`config.mk`:
```
export PLATFORM = sky130hd
export DESIGN_NAME = cpu_step_ctrl
export DESIGN_NICKNAME = d
export VERILOG_FILES = /design/src/rtl/cpu_step_ctrl.sv
export SDC_FILE = /design/constraint.sdc
export NUM_CORES = 1
export LEC_CHECK = 0
export CORE_ASPECT_RATIO = 1.1
export CORE_UTILIZATION = 63
export DETAILED_ROUTE_END_ITERATION = 7
export DONT_BUFFER_PORTS = 1
export GPL_TIMING_DRIVEN = 0
export PLACE_DENSITY = 0.88
export SLEW_MARGIN = 20
export SYNTH_ARGS = -nofsm -noshare
export SYNTH_HDL_FRONTEND = slang
export SYNTH_SLANG_ARGS = --single-unit
```
`constraint.sdc`:
```
create_clock -name clk -period 2.9 [get_ports clk]
set_input_delay 0.87 -clock clk [delete_from_list [all_inputs] [get_ports clk]]
set_output_delay 0.87 -clock clk [all_outputs]
set_load 0.01 [all_outputs]
```
`src/rtl/cpu_step_ctrl.sv`:
```
// Execution controller for the single-cycle RV32I core: turns the step key and mode
// switches into a per-clock core enable, with a PC breakpoint and a retired-instruction count.
module cpu_step_ctrl #(
    parameter int DEBOUNCE_CYCLES = 1_000_000,
    parameter int RUN_DIV         = 50_000_000
) (
    input  logic        clk,
    input  logic        reset_n,
    input  logic        key_step_n,
    input  logic [1:0]  sw_mode,
    input  logic        sw_break_en,
    input  logic [31:0] break_pc,
    input  logic [31:0] pc,
    output logic        cpu_en,
    output logic        halted,
    output logic        at_break,
    output logic [31:0] retired
);

    localparam int DB_W = (DEBOUNCE_CYCLES > 1) ? $clog2(DEBOUNCE_CYCLES) : 1;
    localparam int PS_W = $clog2(RUN_DIV);
    localparam logic [DB_W-1:0] DB_LAST = DB_W'(DEBOUNCE_CYCLES - 1);
    localparam logic [PS_W-1:0] PS_LAST = PS_W'(RUN_DIV - 1);

    typedef enum logic [2:0] {
        ST_HALT,
        ST_STEP,
        ST_SLOW,
        ST_RUN,
        ST_BREAK
    } state_t;

    logic            r_keyMeta;
    logic            r_keySync;
    logic [1:0]      r_modeMeta;
    logic [1:0]      r_modeSync;
    logic            r_brkMeta;
    logic            r_brkSync;
    logic            r_keyLevel;
    logic [DB_W-1:0] r_dbCnt;
    logic            r_press;
    logic [PS_W-1:0] r_presc;
    logic            r_req;
    logic            r_bypass;
    logic [31:0]     r_retired;
    state_t          r_state;

    state_t          w_modeState;
    state_t          w_nextState;
    logic            w_reqNext;
    logic            w_hit;
    logic            w_tick;
    logic            w_stepIssue;

    // The key idles high, so the synchronizer resets released to avoid a false edge.
    always_ff @(posedge clk or negedge reset_n) begin
        if (!reset_n) begin
            r_keyMeta  <= 1'b1;
            r_keySync  <= 1'b1;
            r_modeMeta <= 2'b00;
            r_modeSync <= 2'b00;
            r_brkMeta  <= 1'b0;
            r_brkSync  <= 1'b0;
        end else begin
            r_keyMeta  <= key_step_n;
            r_keySync  <= r_keyMeta;
            r_modeMeta <= sw_mode;
            r_modeSync <= r_modeMeta;
            r_brkMeta  <= sw_break_en;
            r_brkSync  <= r_brkMeta;
        end
    end

    // A new level is accepted only after DEBOUNCE_CYCLES consecutive differing samples.
    always_ff @(posedge clk or negedge reset_n) begin
        if (!reset_n) begin
            r_keyLevel <= 1'b1;
            r_dbCnt    <= '0;
            r_press    <= 1'b0;
        end else begin
            r_press <= 1'b0;
            if (r_keySync == r_keyLevel) begin
                r_dbCnt <= '0;
            end else if (r_dbCnt == DB_LAST) begin
                r_keyLevel <= r_keySync;
                r_dbCnt    <= '0;
                r_press    <= ~r_keySync;
            end else begin
                r_dbCnt <= r_dbCnt + DB_W'(1);
            end
        end
    end

    always_comb begin
        case (r_modeSync)
            2'b00:   w_modeState = ST_HALT;
            2'b01:   w_modeState = ST_STEP;
            2'b10:   w_modeState = ST_SLOW;
            default: w_modeState = ST_RUN;
        endcase
    end

    assign w_tick      = (r_state == ST_SLOW) && (r_presc == PS_LAST);
    assign w_hit       = r_brkSync && (pc == break_pc) && !r_bypass &&
                         ((r_state == ST_SLOW) || (r_state == ST_RUN));
    assign w_stepIssue = (r_state == ST_BREAK) && r_req;

    // BREAK holds until a press has produced its single enable; a HALT request always wins.
    always_comb begin
        w_nextState = w_modeState;
        w_reqNext   = 1'b0;
        if (r_state == ST_BREAK) begin
            if (r_modeSync == 2'b00) begin
                w_nextState = ST_HALT;
            end else if (!r_req) begin
                w_nextState = ST_BREAK;
                w_reqNext   = r_press;
            end
        end else begin
            if (w_hit && r_req && (w_modeState != ST_HALT)) begin
                w_nextState = ST_BREAK;
            end
            case (r_state)
                ST_SLOW: w_reqNext = w_tick;
                ST_RUN:  w_reqNext = 1'b1;
                default: w_reqNext = 1'b0;
            endcase
            if (r_press && (w_nextState == ST_STEP)) begin
                w_reqNext = 1'b1;
            end
            if (w_nextState == ST_BREAK) begin
                w_reqNext = 1'b0;
            end
        end
    end

    always_ff @(posedge clk or negedge reset_n) begin
        if (!reset_n) begin
            r_state <= ST_HALT;
            r_req   <= 1'b0;
        end else begin
            r_state <= w_nextState;
            r_req   <= w_reqNext;
        end
    end

    // Held at zero outside SLOW so every entry into SLOW starts a full period.
    always_ff @(posedge clk or negedge reset_n) begin
        if (!reset_n) begin
            r_presc <= '0;
        end else if ((r_state != ST_SLOW) || w_tick) begin
            r_presc <= '0;
        end else begin
            r_presc <= r_presc + PS_W'(1);
        end
    end

    // After stepping off a breakpoint, ignore that PC until the core has moved away from it.
    always_ff @(posedge clk or negedge reset_n) begin
        if (!reset_n) begin
            r_bypass <= 1'b0;
        end else if (w_stepIssue) begin
            r_bypass <= 1'b1;
        end else if (pc != break_pc) begin
            r_bypass <= 1'b0;
        end
    end

    always_ff @(posedge clk or negedge reset_n) begin
        if (!reset_n) begin
            r_retired <= '0;
        end else begin
            r_retired <= r_retired + 32'(cpu_en);
        end
    end

    assign cpu_en   = r_req && !w_hit;
    assign halted   = r_state inside {ST_HALT, ST_STEP, ST_BREAK};
    assign at_break = (r_state == ST_BREAK);
    assign retired  = r_retired;

endmodule

```
==> summary.txt <==
Pwr
  • Pleak: 2.15 nW
  • PD cells: 494 nW/um^2
  • VDD IR max: 0.336 mV

Routing
  • Total routed wirelength: 9020 um
  • Wire length per cell: ~16 um
  • 1st-iter DRT viols: 184
  • Vias per cell: 5.93
  • Residual DRC: 0
  • Drt first pass iters: 4
  • Routed via count: 3,272
  • Final ANT Viol Nets: 0

Timing
  • Worst rel slew slack: 44.0%
  • Peak Freq: 0.359 GHz
  • Hold violation count in the final report: 0
  • Final Skew: 0.00828 ns
  • Worst-Margin Slew: approximately 0.84 ns
  • Slew Viols, Final: 0
  • Min Hold Slack: 0.200 ns
  • Min cycle time layout: approximately 2.8 ns
  • Setup violators final: 0
  • RSZ-0062 raised after global routing: no
  • Final worst path period share: between 90% and 100%

Worst setup path
  • CP Launch Type: input pin
  • Reg2Reg Setup Slack: 0.33 ns
  • Data required, critical path: 3.18 ns
  • Critical R2R Capture: retired[18]
  • CP endpoint: retired[31]
  • Crit path launch: break_pc[30]
  • FF-to-FF Start: r_state[2]
  • R2R cell count: 10
  • WP data arrival: 3.06 ns
  • Crit path max fanout: 4
  • CP Class: input pin to flip-flop
  • Critical path endpoint category: flip-flop

Final layout
  • Fin area: 4990 um^2
  • Fill cell count: 489
  • P&R area growth vs syn: 9.52%
  • Cell Count, Final, Fillers Out: about 550
  • Layout cells sized above 1: 10.7%
  • Nets: 536
  • Ant diodes: 0

Die
  • # IOs: 105
  • DIE AREA: 7580 um^2
  • # rows: 32
  • Starting Density: 65.1%
  • Die Height: 91.2 um
  • Width of the chip: 83.1 um
  • Core area: 7010 um^2

GRT
  • Number of global-route vias before repair: between 3,000 and 4,000
  • Global-route wire length before repair: ~15,000 um
  • Grt ovf: 0
  • Largest net degree at the start of global routing: 94
  • Initial antenna violation count: 0
  • Gr usage total: 25.2%

Yosys
  • Number of enable flip-flop cells after synthesis: 0
  • Most used DFF post-synth: dfrtp_1
  • Synth Register Bits: 93
  • Mapped Area: 4560 um^2
  • Post-Synthesis Cells: roughly 450
  • Post-synthesis sequential area ratio: between 50% and 60%
  • Post-synthesis cell type count: 45
  • Synth warn: 0
  • Synthesized Nets: 520
  • Async set-or-reset flop fraction in the synthesized netlist: 100%
  • Syn_area_per_cell: a little over 10 um^2

Place
  • IO Port Bufs: 0
  • Detail Placement HPWL: 6500 um
  • Gp weighted congestion: 0.870
  • Placed Area: 4690 um^2
  • Placed cells: 531

Clock tree
  • CTS sink cnt: 93
  • CTS Buf Count: 9
  • CTS Buffer Depth: 2
  • Worst-Skew Late Latency: 0.36 ns
  • Reg clk slew, reported paths: 0.09 ns
  • CTS tree: built
  • H-tree depth: 3
  • Root buffer cell: clkbuf_8

Run status
  • Status: complete, no violations

Worst hold path
  • HP Class: input pin to asynchronous set/reset pin

Run
  • Max-cap violations: 0
[what timing repair did]
action | 4_1_cts | 5_1_grt
buffers inserted | 2 | 3
setup endpoints to repair | 7 | 14
pin swaps | 1 | 5
hold buffers | 0 | 0
resized for setup | 2 | 8
endpoints found under the hold margin | 0 | 0
[flip-flops by register name (all words and copies together) (netlist names)]
signal,flops
r_presc,26
r_modeSync,2
r_dbCnt,20
r_brkSync,1
r_bypass,1
r_press,1
r_keySync,1
r_req,1
r_state,3
r_brkMeta,1
r_modeMeta,2
r_keyLevel,1
r_keyMeta,1
retired,32
[where the power goes]
part	internal, W	switching [W]
Clock	0.000401	0.000458
Combinational	0.0000751	0.0000734
Sequential	0.00135	0.000106
[routing by layer]
metal  up-vias  GRT usage [%]  wire length (um)
met1      1602           30.5              3720
met4         0           9.91               187
met5         -              0                 0
met3        17           6.91               436
li1       1548              -                 -
met2       105           42.8              4670
[cells in the mapped netlist, types with 4 or more instances]
| cell type | count | area [um^2] |
|---|---|---|
| dfrtp_1 | 90 | 2250 |
| nor2_1 | 66 | 248 |
| xor2_1 | 64 | 561 |
| xnor2_1 | 38 | 333 |
| nand2_1 | 33 | 124 |
| nand3_1 | 28 | 140 |
| nor4_1 | 19 | 119 |
| nand4_1 | 15 | 93.8 |
| inv_1 | 13 | 48.8 |
| and3_1 | 10 | 62.6 |
| nor3_1 | 10 | 50.1 |
| a21oi_1 | 5 | 25.0 |
| and2_1 | 4 | 25.0 |
| and4_1 | 4 | 35.0 |
| buf_4 | 4 | 30.0 |
| ha_1 | 4 | 50.1 |
[area by class of cell]
type	instances	area [um^2]	share of cell area, %
sequential	93	2330	46.7
buffer	6	37.5	0.752
multi-input combinational	334	2230	44.7
tap	85	106	2.13
clock buffer	9	124	2.48
inverter	13	48.8	0.977
timing repair buffer	5	37.5	0.752
clock inverter	7	76.3	1.53
[worst min-delay path by stage]
stage / start / to / cells past startpoint
2_1_floorplan: r_brkMeta / r_brkSync / 0
3_3_place_gp: r_modeMeta[1] / r_modeSync[1] / 0
3_5_place_dp: r_brkMeta / r_brkSync / 0
4_1_cts: reset_n / retired[15] / 0
5_1_grt: reset_n / r_state[1] / 0
6_report: reset_n / r_bypass / 0
[through the flow]
| step | worst slack, ns | power [W] | util [%] | setup TNS [ns] |
|---|---|---|---|---|
| global placement | -0.408 | 0.00160 | 66.9 | -4.47 |
| detailed placement | -0.511 | 0.00161 | 66.9 | -6.11 |
| CTS | -0.0317 | 0.00246 | 70.1 | -0.0926 |
| finish | 0.112 | 0.00247 | 71.3 | 0 |
| floorplan | 0.000807 | 0.00156 | - | 0 |
| global route | 0.00912 | 0.00257 | 71.3 | 0 |
[kinds of logic after synthesis]
| family | share of synthesized area, % |
|---|---|
| AO/OA/AOI/OAI | 2.47 |
| AND/OR/NAND/NOR | 23.6 |
| buffers and inverters | 1.89 |
| adder cells (fa/ha/maj) | 1.10 |
| flip-flops | 51.1 |
| XOR/XNOR | 19.6 |
| multiplexers | 0.247 |
[placed cells by master, fill, tap and decap left out, types with 8 or more instances in the layout]
cell type and instances:
xnor2_1 38, xor2_1 64, nand2_1 33, nor2_1 65, nand3_1 27, clkbuf_8 9
nand4_1 15, nor4_1 14, buf_4 9, and3_1 10, nor3_1 8, inv_1 13
dfrtp_1 90
[critical path, cell delays in order]
cell and delay (ns):
xor2_1 0.23, nor4_2 0.08, nand4_1 0.12, nor2_2 0.08, a21oi_4 0.25, ha_4 0.20, nand4_1 0.25, nor4_4 0.39
nand4_1 0.22, nor2_1 0.17, xor2_1 0.19
Note: power is estimated with default switching activity, not from simulation.
